**config.mk**
```make
export PLATFORM = sky130hd
export DESIGN_NAME = pipe_stage_chain
export DESIGN_NICKNAME = d
export VERILOG_FILES = /design/src/rtl/pipe_pkg.sv /design/src/rtl/pipe_slot.sv /design/src/rtl/pipe_stage_chain.sv
export SDC_FILE = /design/constraint.sdc
export NUM_CORES = 1
export LEC_CHECK = 0
export BUFFER_PORTS_ARGS = -buffer_cell sky130_fd_sc_hd__buf_2
export CORE_MARGIN = 3
export CORE_UTILIZATION = 45
export DETAILED_ROUTE_END_ITERATION = 8
export HOLD_SLACK_MARGIN = 0.12
export MAX_ROUTING_LAYER = met4
export PLACE_DENSITY = 0.68
export SLEW_MARGIN = 20
export SYNTH_ARGS = -nofsm -noshare
export SYNTH_HDL_FRONTEND = slang
export SYNTH_SLANG_ARGS = --single-unit
```
**constraint.sdc**
```tcl
create_clock -name clk -period 1.7 [get_ports clk]
set_clock_uncertainty 0.2 [all_clocks]
set_input_delay 0 -clock clk [delete_from_list [all_inputs] [get_ports clk]]
set_output_delay 0 -clock clk [all_outputs]
set_load 0.1 [all_outputs]
```
**src/rtl/pipe_pkg.sv**
```systemverilog
// Shared constants for the inter-stage pipeline chains of the core.
package pipe_pkg;

  localparam int DEPTH_DEF = 4;
  localparam int IFID_W    = 64;
  localparam int IDEX_W    = 128;
  localparam int EXMEM_W   = 96;
  localparam int MEMWB_W   = 96;

  function automatic int occ_w(input int depth);
    return $clog2(depth + 1);
  endfunction

endpackage

```
**src/rtl/pipe_slot.sv**
```systemverilog
// One chain slot: a valid bit plus payload, loaded on a move-in and cleared by kill.
module pipe_slot #(
  parameter int WIDTH = 32
) (
  input  logic             clk,
  input  logic             rst_n,
  input  logic             load_i,
  input  logic             load_valid_i,
  input  logic             hold_i,
  input  logic             kill_i,
  input  logic [WIDTH-1:0] data_i,
  output logic             valid_o,
  output logic [WIDTH-1:0] data_o
);

  logic             valid_q, valid_d;
  logic [WIDTH-1:0] data_q, data_d;

  // A held entry survives unless killed; a slot that neither loads nor holds empties.
  always_comb begin
    valid_d = 1'b0;
    data_d  = data_q;
    if (load_i) begin
      valid_d = load_valid_i;
      data_d  = data_i;
    end else if (hold_i) begin
      valid_d = ~kill_i;
    end
  end

  always_ff @(posedge clk or negedge rst_n) begin
    if (!rst_n) begin
      valid_q <= 1'b0;
      data_q  <= '0;
    end else begin
      valid_q <= valid_d;
      data_q  <= data_d;
    end
  end

  assign valid_o = valid_q;
  assign data_o  = data_q;

endmodule

```
**src/rtl/pipe_stage_chain.sv**
```systemverilog
// Chain of DEPTH valid/ready slots with bubble squeezing and per-slot flush.
module pipe_stage_chain
  import pipe_pkg::*;
#(
  parameter int WIDTH = 32,
  parameter int DEPTH = 4
) (
  input  logic                     clk,
  input  logic                     reset,
  input  logic                     in_valid,
  output logic                     in_ready,
  input  logic [WIDTH-1:0]         in_data,
  output logic                     out_valid,
  input  logic                     out_ready,
  output logic [WIDTH-1:0]         out_data,
  input  logic [DEPTH-1:0]         flush_mask,
  output logic [DEPTH-1:0]         slot_valid,
  output logic [occ_w(DEPTH)-1:0]  occupancy
);

  localparam int OCC_W = occ_w(DEPTH);

  logic [DEPTH-1:0] valid_w;
  logic [WIDTH-1:0] data_w [DEPTH];
  logic [DEPTH:0]   rdy;

  // Ready ripples from the output back; it deliberately ignores flush_mask.
  always_comb begin
    logic acc;
    acc        = out_ready;
    rdy[DEPTH] = out_ready;
    for (int i = DEPTH - 1; i >= 0; i--) begin
      acc    = ~valid_w[i] | acc;
      rdy[i] = acc;
    end
  end

  for (genvar i = 0; i < DEPTH; i++) begin : g_slot
    logic             load, load_valid, hold;
    logic [WIDTH-1:0] din;

    if (i == 0) begin : g_head
      // New input is never killed by flush_mask[0].
      assign load       = in_valid & rdy[0];
      assign load_valid = 1'b1;
      assign din        = in_data;
    end else begin : g_body
      assign load       = valid_w[i-1] & rdy[i];
      assign load_valid = ~flush_mask[i-1];
      assign din        = data_w[i-1];
    end

    assign hold = valid_w[i] & ~rdy[i+1];

    pipe_slot #(.WIDTH(WIDTH)) u_slot (
      .clk          (clk),
      .rst_n        (reset),
      .load_i       (load),
      .load_valid_i (load_valid),
      .hold_i       (hold),
      .kill_i       (flush_mask[i]),
      .data_i       (din),
      .valid_o      (valid_w[i]),
      .data_o       (data_w[i])
    );
  end

  assign in_ready   = rdy[0];
  assign out_valid  = valid_w[DEPTH-1] & ~flush_mask[DEPTH-1];
  assign out_data   = data_w[DEPTH-1];
  assign slot_valid = valid_w;

  always_comb begin
    occupancy = '0;
    for (int i = 0; i < DEPTH; i++) begin
      occupancy = occupancy + OCC_W'(valid_w[i]);
    end
  end

endmodule

```
==> out/metrics.yaml <==
timing:
  hold_viol: 0
  finalCriticalPeriod_ns: 2.35
  max_slew_margin_pct: 66.5
  report.final.setup_viol: 135
  tightestPinTransition_ns: 0.506
  setup_tns_ns: -27.39
  fin_ws_ns: -0.652
  drv_slew: 0
  timing.hold.ws_ns: 0.287
  period_share_pct: 138
  rsz0062_at_grt: "true"
  timing.fmax_mhz: 425
worst_setup_path:
  crit_type: "reg -> out"
  crit_fanout: 2
  critPathLaunchType: "flip-flop"
  arrival_ns: 2.15
  cp.required_ns: 1.50
  reg2reg_from: "g_slot[3].u_slot.valid_o$_DFF_PN0_"
  regToRegEndpoint: "g_slot[2].u_slot.data_o[15]$_DFFE_PN0P_"
  reg2reg_depth: 8
  critPathCaptureType: "output pin"
  r2r_setup_slack_ns: -0.32
flow_run:
  drv_cap: 0
floorplanning:
  dieArea_sq_um: 12500
  die_h_um: 112
  ios: 81
  initial_core_util_pct: 46.3
  rows: 38
  core_area_sq_um: 10900
  die_x_um: 112
synth:
  yosysWarnings: 0
  syn-instance-count: 299
  ys_ff_latch: 132
  synth_nets: 342
  ys_types: 20
  synth-seq-area-share_pct: 65.5
  syn_area_sq_um: 5040
  syn_avg_cell_area_sq_um: 16.9
clocking:
  cts.sinks: 132
  clk_pin_slew_ns: 0.06
  insertion_delay_ns: 0.51
  clockBufferDepth: 2
  cts_root_buf: "clkbuf_8"
  numCtsBuffers: 17
  htree_levels: 4
  cts_tree: "built"
detailed_routing:
  postRouteWirelength_um: 12200
  vias: 3259
  detail_route.vias_per_cell: 5.03
  drtPass1Iterations: 4
  detail-route-antenna-nets: 0
  drc: 0
  drt_iter0_markers: 77
  wl_per_cell_um: 18.8
finish:
  syn2layout_area_growth_pct: 55.8
  antenna_cells: 0
  final_cells: 648
  drive_gt1_share_pct: 56.1
  final_nets: 541
global_routing:
  antenna_found_initial: 0
  overflow: 0
  grt_max_degree: 61
  grt.total_usage_pct: 20.3
  grt_pass1_vias: 3614
  grt_pass1_wl_um: 18800
placed_design:
  portBuffers: 80
  place_inst: 520
  place_congestion: 0.795
  dp_hpwl_um: 5950
min_path:
  min_path_type: "in -> async"
power:
  p_total_w: 0.0116
  vdd_drop_max_mv: 1.00
  power_leakage_nw: 3.76
  p_per_area_nw_per_um2: 1480
status:
  outcome: "finished, violations left"
  violations: "negative setup slack"
[state kept, by name (all words and copies together) (netlist names)]
register,count
g_slot.u_slot.data_o,128
g_slot.u_slot.valid_o,4
[power by group]
part           leakage [nW]  switching, W  internal [W]  total (W)
Combinational          1.94       0.00294       0.00124    0.00417
Clock                 0.257       0.00124       0.00202    0.00326
Sequential             1.56      0.000375       0.00383    0.00421
Total                  3.76       0.00455       0.00709     0.0116
[layout make-up]
class / count / area (sq um)
Inverter: 5 / 18.8
Timing Repair Buffer: 196 / 1910
Tap cell: 140 / 175
Clock inverter: 5 / 52.6
Sequential cell: 132 / 3300
Clock buffer: 24 / 470
Multi-Input combinational cell: 146 / 1930
Fill cell: 687 / 3030
[critical path: stages, from the launching register on]
cell,delay (ns)
dfrtp_1,0.39
inv_2,0.06
fa_1,0.55
inv_2,0.05
ha_4,0.15
ha_4,0.27
buf_12,0.16
[through the flow]
stage | util (%) | area [sq um] | worst slack (ns)
floorplan | - | 5060 | -0.160
global placement | 53.4 | 5820 | -0.0734
detailed placement | 53.4 | 5820 | -0.109
CTS | 69.2 | 7530 | -0.633
global route | 72.2 | 7860 | -0.730
finish | 72.2 | 7860 | -0.652
[cells in the final DEF (no fill, tap or decap), types with 2 or more instances in the layout]
cell,instances
buf_12,19
buf_16,4
buf_2,70
buf_4,13
buf_6,8
clkbuf_1,4
clkbuf_16,20
clkbuf_8,4
clkinv_2,3
dfrtp_1,132
dlygate4sd3_1,77
ha_4,2
inv_1,2
inv_2,3
mux2_2,60
mux2_4,68
nand3b_1,2
o21ai_4,2
[synthesized netlist by cell type]
master / count / area [sq um]
ha_1: 2 / 25.0
o21ai_2: 1 / 8.76
nand4b_2: 1 / 15.0
o21ai_0: 3 / 15.0
inv_2: 1 / 3.75
nor2_1: 1 / 3.75
buf_4: 10 / 75.1
mux2_1: 2 / 22.5
and4b_1: 1 / 10.0
buf_6: 3 / 33.8
mux2_2: 126 / 1420
nand2_1: 3 / 11.3
o21ai_4: 1 / 16.3
or3_1: 1 / 6.26
inv_1: 4 / 15.0
dfrtp_1: 132 / 3300
fa_1: 1 / 20.0
o32ai_1: 1 / 8.76
nand3b_1: 2 / 15.0
buf_2: 3 / 15.0
[logic make-up after synthesis]
family	Yosys count	synth area share, %
multiplexers	128	28.6
flip-flops	132	65.5
AND/OR/NAND/NOR	9	1.22
buffers and inverters	21	2.83
AO/OA/AOI/OAI	6	0.968
adder cells (fa/ha/maj)	3	0.893
[worst max-delay path by stage]
stage | startpoint | to | slack (ns) | cells after the start
5_1_grt | g_slot[3].u_slot.valid_o$_DFF_PN0_ | occupancy[1] | -0.73 | 6
3_5_place_dp | g_slot[0].u_slot.valid_o$_DFF_PN0_ | occupancy[1] | -0.11 | 6
2_1_floorplan | g_slot[0].u_slot.valid_o$_DFF_PN0_ | occupancy[0] | -0.16 | 4
6_report | g_slot[3].u_slot.valid_o$_DFF_PN0_ | occupancy[1] | -0.65 | 6
3_3_place_gp | g_slot[0].u_slot.valid_o$_DFF_PN0_ | occupancy[1] | -0.07 | 6
4_1_cts | g_slot[3].u_slot.valid_o$_DFF_PN0_ | occupancy[1] | -0.63 | 6
[repair_timing]
item | 4_1_cts | 5_1_grt
endpoints found under the setup margin | 55 | 128
pin swaps | 8 | 4
gates resized for setup | 53 | 58
hold buffers | 77 | 0
buffers inserted | 11 | 3
hold endpoints to repair | 201 | 0
cloned | 5 | 5
[layer usage]
| layer | track usage, % | vias to the layer above | wire length, um |
|---|---|---|---|
| li1 | - | 1462 | - |
| met1 | 23.3 | 1700 | 5140 |
| met2 | 34.5 | 70 | 6350 |
| met3 | 4.46 | 27 | 418 |
| met4 | 8.19 | 0 | 269 |
| met5 | - | - | 0 |
(Power assumes the default switching activity.)
